`src/rtl/mem_read_arbiter_if.sv`:
```
// Bundle of the two requester ports and the synchronous-read memory port
// that mem_read_arbiter sits between.
interface mem_read_arbiter_if #(
    parameter int AW = 8,
    parameter int DW = 32
);
    logic          req0;
    logic [AW-1:0] addr0;
    logic          gnt0;
    logic          rvalid0;
    logic          req1;
    logic [AW-1:0] addr1;
    logic          gnt1;
    logic          rvalid1;
    logic          mem_en;
    logic [AW-1:0] mem_addr;
    logic [DW-1:0] mem_rdata;
    logic [DW-1:0] rdata;

    modport slave (
        input  req0, addr0, req1, addr1, mem_rdata,
        output gnt0, rvalid0, gnt1, rvalid1, mem_en, mem_addr, rdata
    );

    modport master (
        output req0, addr0, req1, addr1, mem_rdata,
        input  gnt0, rvalid0, gnt1, rvalid1, mem_en, mem_addr, rdata
    );
endinterface

```
`src/rtl/mem_read_arbiter.sv`:
```
// Two-requester arbiter for one synchronous-read memory port: per-cycle grant
// (round-robin or req0-priority with req1 aging), registered issue, rdata steering.
module mem_read_arbiter #(
    parameter int AW           = 8,
    parameter int DW           = 32,
    parameter int PRIO_MODE    = 0,
    parameter int STARVE_LIMIT = 3
) (
    input  logic                 i_clk,
    input  logic                 i_rst_n,
    input  logic                 i_hold,
    mem_read_arbiter_if.slave    bus
);
    localparam logic [7:0] LP_LIMIT = 8'(STARVE_LIMIT);

    logic          w_gnt0;
    logic          w_gnt1;
    logic          w_age_force;
    logic [DW-1:0] w_rdata;

    logic          r_rr_last;
    logic [7:0]    r_starve_cnt;
    logic          r_mem_en;
    logic [AW-1:0] r_mem_addr;
    logic          r_id;
    logic          r_rvalid0;
    logic          r_rvalid1;

    assign w_age_force = (PRIO_MODE != 0) && (r_starve_cnt == LP_LIMIT);

    // Grant decision; r_rr_last=1 means requester 0 wins the next tie.
    always_comb begin
        w_gnt0 = 1'b0;
        w_gnt1 = 1'b0;
        if (!i_rst_n || i_hold) begin
            w_gnt0 = 1'b0;
            w_gnt1 = 1'b0;
        end else if (bus.req0 && bus.req1) begin
            if (PRIO_MODE == 0) begin
                w_gnt0 = r_rr_last;
                w_gnt1 = ~r_rr_last;
            end else begin
                w_gnt0 = ~w_age_force;
                w_gnt1 = w_age_force;
            end
        end else if (bus.req0) begin
            w_gnt0 = 1'b1;
        end else if (bus.req1) begin
            w_gnt1 = 1'b1;
        end else begin
            w_gnt0 = 1'b0;
            w_gnt1 = 1'b0;
        end
    end

    // Arbitration state: round-robin pointer and req1 aging counter (hold freezes both).
    always_ff @(posedge i_clk) begin
        if (!i_rst_n) begin
            r_rr_last    <= 1'b1;
            r_starve_cnt <= 8'd0;
        end else begin
            if (w_gnt0) begin
                r_rr_last <= 1'b0;
            end else if (w_gnt1) begin
                r_rr_last <= 1'b1;
            end else begin
                r_rr_last <= r_rr_last;
            end

            if (PRIO_MODE == 0) begin
                r_starve_cnt <= 8'd0;
            end else if (!bus.req1 || w_gnt1) begin
                r_starve_cnt <= 8'd0;
            end else if (!i_hold && (r_starve_cnt != LP_LIMIT)) begin
                r_starve_cnt <= r_starve_cnt + 8'd1;
            end else begin
                r_starve_cnt <= r_starve_cnt;
            end
        end
    end

    // Issue stage then return stage; reset drops anything still in flight.
    always_ff @(posedge i_clk) begin
        if (!i_rst_n) begin
            r_mem_en   <= 1'b0;
            r_mem_addr <= {AW{1'b0}};
            r_id       <= 1'b0;
            r_rvalid0  <= 1'b0;
            r_rvalid1  <= 1'b0;
        end else begin
            r_mem_en <= w_gnt0 | w_gnt1;
            if (w_gnt0) begin
                r_mem_addr <= bus.addr0;
                r_id       <= 1'b0;
            end else if (w_gnt1) begin
                r_mem_addr <= bus.addr1;
                r_id       <= 1'b1;
            end else begin
                r_mem_addr <= r_mem_addr;
                r_id       <= r_id;
            end
            r_rvalid0 <= r_mem_en & ~r_id;
            r_rvalid1 <= r_mem_en & r_id;
        end
    end

    assign w_rdata      = bus.mem_rdata;
    assign bus.rdata    = w_rdata;
    assign bus.gnt0     = w_gnt0;
    assign bus.gnt1     = w_gnt1;
    assign bus.mem_en   = r_mem_en;
    assign bus.mem_addr = r_mem_addr;
    assign bus.rvalid0  = r_rvalid0;
    assign bus.rvalid1  = r_rvalid1;
endmodule

```
`src/flat_wrapper.sv`:
```
// flat-port wrapper written by rule: the top's interface ports become plain ports
module mem_read_arbiter_flat 
#(
    parameter int AW           = 8,
    parameter int DW           = 32,
    parameter int PRIO_MODE    = 0,
    parameter int STARVE_LIMIT = 3
)
  (i_clk, i_rst_n, i_hold, bus_req0, bus_addr0, bus_req1, bus_addr1, bus_mem_rdata, bus_gnt0, bus_rvalid0, bus_gnt1, bus_rvalid1, bus_mem_en, bus_mem_addr, bus_rdata);
  mem_read_arbiter_if #(.AW(AW), .DW(DW)) bus_i ();
  input  logic i_clk;
  input  logic i_rst_n;
  input  logic i_hold;
  input wire logic [$bits(bus_i.req0)-1:0] bus_req0;
  input wire logic [$bits(bus_i.addr0)-1:0] bus_addr0;
  input wire logic [$bits(bus_i.req1)-1:0] bus_req1;
  input wire logic [$bits(bus_i.addr1)-1:0] bus_addr1;
  input wire logic [$bits(bus_i.mem_rdata)-1:0] bus_mem_rdata;
  output wire logic [$bits(bus_i.gnt0)-1:0] bus_gnt0;
  output wire logic [$bits(bus_i.rvalid0)-1:0] bus_rvalid0;
  output wire logic [$bits(bus_i.gnt1)-1:0] bus_gnt1;
  output wire logic [$bits(bus_i.rvalid1)-1:0] bus_rvalid1;
  output wire logic [$bits(bus_i.mem_en)-1:0] bus_mem_en;
  output wire logic [$bits(bus_i.mem_addr)-1:0] bus_mem_addr;
  output wire logic [$bits(bus_i.rdata)-1:0] bus_rdata;
  assign bus_i.req0 = bus_req0;
  assign bus_i.addr0 = bus_addr0;
  assign bus_i.req1 = bus_req1;
  assign bus_i.addr1 = bus_addr1;
  assign bus_i.mem_rdata = bus_mem_rdata;
  assign bus_gnt0 = bus_i.gnt0;
  assign bus_rvalid0 = bus_i.rvalid0;
  assign bus_gnt1 = bus_i.gnt1;
  assign bus_rvalid1 = bus_i.rvalid1;
  assign bus_mem_en = bus_i.mem_en;
  assign bus_mem_addr = bus_i.mem_addr;
  assign bus_rdata = bus_i.rdata;
  mem_read_arbiter #(.AW(AW), .DW(DW), .PRIO_MODE(PRIO_MODE), .STARVE_LIMIT(STARVE_LIMIT)) u_core (.i_clk(i_clk), .i_rst_n(i_rst_n), .i_hold(i_hold), .bus(bus_i));
endmodule
```
`config.mk`:
```
export PLATFORM = sky130hd
export DESIGN_NAME = mem_read_arbiter_flat
export DESIGN_NICKNAME = d
export VERILOG_FILES = /design/src/rtl/mem_read_arbiter_if.sv /design/src/rtl/mem_read_arbiter.sv /design/src/flat_wrapper.sv
export SDC_FILE = /design/constraint.sdc
export NUM_CORES = 1
export LEC_CHECK = 0
export ABC_AREA = 1
export CAP_MARGIN = 0
export CORE_MARGIN = 10
export CORE_UTILIZATION = 28
export CTS_CLUSTER_DIAMETER = 80
export DETAILED_ROUTE_END_ITERATION = 7
export PLACE_DENSITY_LB_ADDON = 0.05
export SETUP_SLACK_MARGIN = 0.02
export SLEW_MARGIN = 25
export SYNTH_ARGS = -nofsm -noshare
export SYNTH_HDL_FRONTEND = slang
export SYNTH_SLANG_ARGS = --single-unit
export TNS_END_PERCENT = 100
```
`constraint.sdc`:
```
create_clock -name i_clk -period 1.3 [get_ports i_clk]
set_input_delay 0.195 -clock i_clk [delete_from_list [all_inputs] [get_ports i_clk]]
set_output_delay 0.195 -clock i_clk [all_outputs]
set_load 0.05 [all_outputs]
```
==> impl_metrics.env <==
export IMPL_outcome="complete, no violations"
export IMPL_antenna_found_initial=0
export IMPL_h_tree_depth=1
export IMPL_p_sw_w=0.000376
export IMPL_viasPerCell=4.29
export IMPL_hpwl_mm=2.03
export IMPL_hold_start="bus_mem_rdata[0]"
export IMPL_ant_nets=0
export IMPL_cts_buffer_depth=2
export IMPL_path_cells="inv_2 -> nand2_2 -> nand3_4 -> inv_4 -> buf_12"
export IMPL_p_int_w=0.000759
export IMPL_reg2reg_slack_ns=0.27
export IMPL_critPathSlowestCell="dfxtp_2"
export IMPL_firstDrtPassIters=4
export IMPL_min_to="bus_rdata[0]"
export IMPL_hold_class="in2out"
export IMPL_initial_utilization=0.298
export IMPL_setup_violations=0
export IMPL_grt_use_met3=0.0611
export IMPL_syn_nets=192
export IMPL_synth_seq_cells=13
export IMPL_clock_sink_count=13
export IMPL_row_count=20
export IMPL_slew_limit_headroom=0.872
export IMPL_seq_power_share=0.399
export IMPL_die_h_um=77.7
export IMPL_netlist_top_cells_area="dfxtp_1 (28%), buf_4 (27%), inv_1 (12%)"
export IMPL_cp_max_fo=3
export IMPL_cpLargestDelayFamily="flip-flops"
export IMPL_die_w_um=77.7
export IMPL_area_growth_pct=43.5
export IMPL_gr_max_usage_layer="met2"
export IMPL_layout_drive_gt1_share=0.265
export IMPL_netlist_area_um2=931
export IMPL_cp_depth=5
export IMPL_drc=0
export IMPL_clkTransAtPathRegs_ns=0.08
export IMPL_drv_slew=0
export IMPL_core_area_um2=3130
export IMPL_max_vdd_ir_drop_v=0.000362
export IMPL_final_min_clock_period_ns=1.23
export IMPL_yosys_area_top_type_share=0.280
export IMPL_yosys_area_top_type="dfxtp_1"
export IMPL_grt_max_degree=12
export IMPL_crit_arrival_ns=1.03
export IMPL_yosysSeqAreaShare=0.280
export IMPL_hold_violations=0
export IMPL_rsz0062_at_grt="true"
export IMPL_dr_total_vias=854
export IMPL_port_buffers=33
export IMPL_drt_wl_total_mm=2.56
export IMPL_p_clk_frac=0.230
export IMPL_numCtsBuffers=3
export IMPL_r2r_end="u_core.bus.mem_addr[5]$_SDFFE_PN0P_"
export IMPL_fin_worst_skew_ns=0.00196
export IMPL_drv_cap=0
export IMPL_clockRootBuffer="clkbuf_4"
export IMPL_critPathBufInv=3
export IMPL_ff2ff_path_depth=8
export IMPL_wire_per_inst_um=12.8
export IMPL_ys_warn_count=0
export IMPL_place_gp_congestion=0.765
export IMPL_grt_pass1_vias=902
export IMPL_max_stage_delay_ns=0.34
export IMPL_grt_overflow=0
export IMPL_r2r_start="u_core.r_rr_last$_SDFFE_PN1P_"
export IMPL_period_share=0.944
export IMPL_p_leak_nw=0.696
export IMPL_crit_type="reg2out"
export IMPL_io_pins=98
export IMPL_pre_cts_slack_ns=-0.310
export IMPL_worstSetupStartpointType="flop"
export IMPL_ctsHoldBuffers=0
export IMPL_critical_path_required_ns=1.11
export IMPL_use_met2=0.130
export IMPL_cts_tree="done"
export IMPL_drtIter0Drc=25
export IMPL_grtUsageMet1=0.0901
export IMPL_n_antenna_cell=0
export IMPL_fmaxAchievable_ghz=0.814
export IMPL_grt_util_all_layers=0.0849
export IMPL_layout_common_cells="nand2_1 (26), inv_1 (26), nand3_1 (16), clkdlybuf4s50_1 (16)"
export IMPL_hold_path_depth=0
export IMPL_p_sw_frac=0.331
export IMPL_grt_pass1_wl_mm=4.21
export IMPL_clkLatencyLatePin_ns=0.28
export IMPL_power_w=0.00113
export IMPL_synth_cell_types=16
export IMPL_setup_ws_ns=0.0722
export IMPL_worst_pin_slew_ns=0.191
export IMPL_synth_cells=139
export IMPL_fin_nets=209
export IMPL_combPwrFrac=0.371
export IMPL_p_per_area_nw_per_um2=849
export IMPL_critical_path_endpoint_type="output port"
export IMPL_post_synth_cell_area_avg_um2=6.70
export IMPL_die_area_um2=6030
## worst reg2reg max path, cell delays in order (launching register included)
cell and delay [ns]:
dfxtp_2 0.34, inv_2 0.04, nand2_2 0.08, nand3_4 0.10, buf_4 0.16, nand2_1 0.06, nand3_1 0.07, nand2_1 0.07
inv_1 0.03
## power by group through the flow
stage	Clock, W	Sequential (W)	Combinational [W]
floorplan	0	0.000530	0.000381
global placement	0	0.000462	0.000412
detailed placement	0	0.000462	0.000414
CTS	0.000271	0.000453	0.000421
global route	0.000290	0.000457	0.000456
finish	0.000261	0.000453	0.000421
## worst max path at each step
stage,start,end,slack (ns)
floorplan,u_core.r_rr_last$_SDFFE_PN1P_,u_core.r_rr_last$_SDFFE_PN1P_,0.04
global placement,i_rst_n,bus_gnt1,-0.28
detailed placement,i_rst_n,bus_gnt1,-0.31
CTS,u_core.r_rr_last$_SDFFE_PN1P_,bus_gnt0,0.04
global route,u_core.r_rr_last$_SDFFE_PN1P_,bus_gnt0,0.02
finish,u_core.r_rr_last$_SDFFE_PN1P_,bus_gnt0,0.07
## stage by stage
step / cells / hold WS (ns) / utilization / cell area, um2 / setup TNS, ns
after global placement: 192 / 0.390 / 0.407 / 1270 / -2.76
after detailed placement: 192 / 0.390 / 0.407 / 1270 / -3.24
after CTS: 198 / 0.390 / 0.424 / 1330 / 0
after global routing: 199 / 0.390 / 0.427 / 1340 / 0
after floorplan: 139 / 0.337 / - / 931 / 0
final: 199 / 0.390 / 0.427 / 1340 / 0
## logic make-up after synthesis
kind of cell | after synthesis | share of synthesized area
and+or+nand+nor | 59 | 0.312
DFF | 13 | 0.280
buffers and inverters | 65 | 0.396
AOI/OAI and AO/OA | 2 | 0.0121
## registers in the layout, indices dropped and copies added (netlist names)
signal and flops:
u_core.bus.mem_addr 8, u_core.bus.mem_en 1, u_core.bus.rvalid0 1, u_core.bus.rvalid1 1, u_core.r_id 1, u_core.r_rr_last 1
## final cells by class
type                            count  area, um2
Sequential cell                    13        262
Inverter                           30        115
Timing Repair Buffer               47        564
Fill cell                         323       1790
Clock buffer                        4       26.3
Tap cell                           44       55.1
Multi-Input combinational cell     61        314
## cells in the mapped netlist (all sizes together)
cell type   n
a21oi       1
a31oi       1
buf        35
dfxtp      13
inv        30
nand2      29
nand3      18
nand3b      1
nand4       8
nor2        1
nor3        2
## layer usage
metal | vias to the layer above | part of all wire
li1 | 427 | -
met1 | 365 | 0.42
met2 | 52 | 0.44
met3 | 10 | 0.13
met4 | 0 | 0.015
met5 | - | 0
## repair_timing
action / CTS / global route
gates resized for setup: 11 / 2
setup buffers: 2 / 1
setup endpoints to repair: 8 / 1
pin swaps: 2 / 1
gates cloned: 0 / 0
No activity file was read; power rests on OpenSTA's default activity.
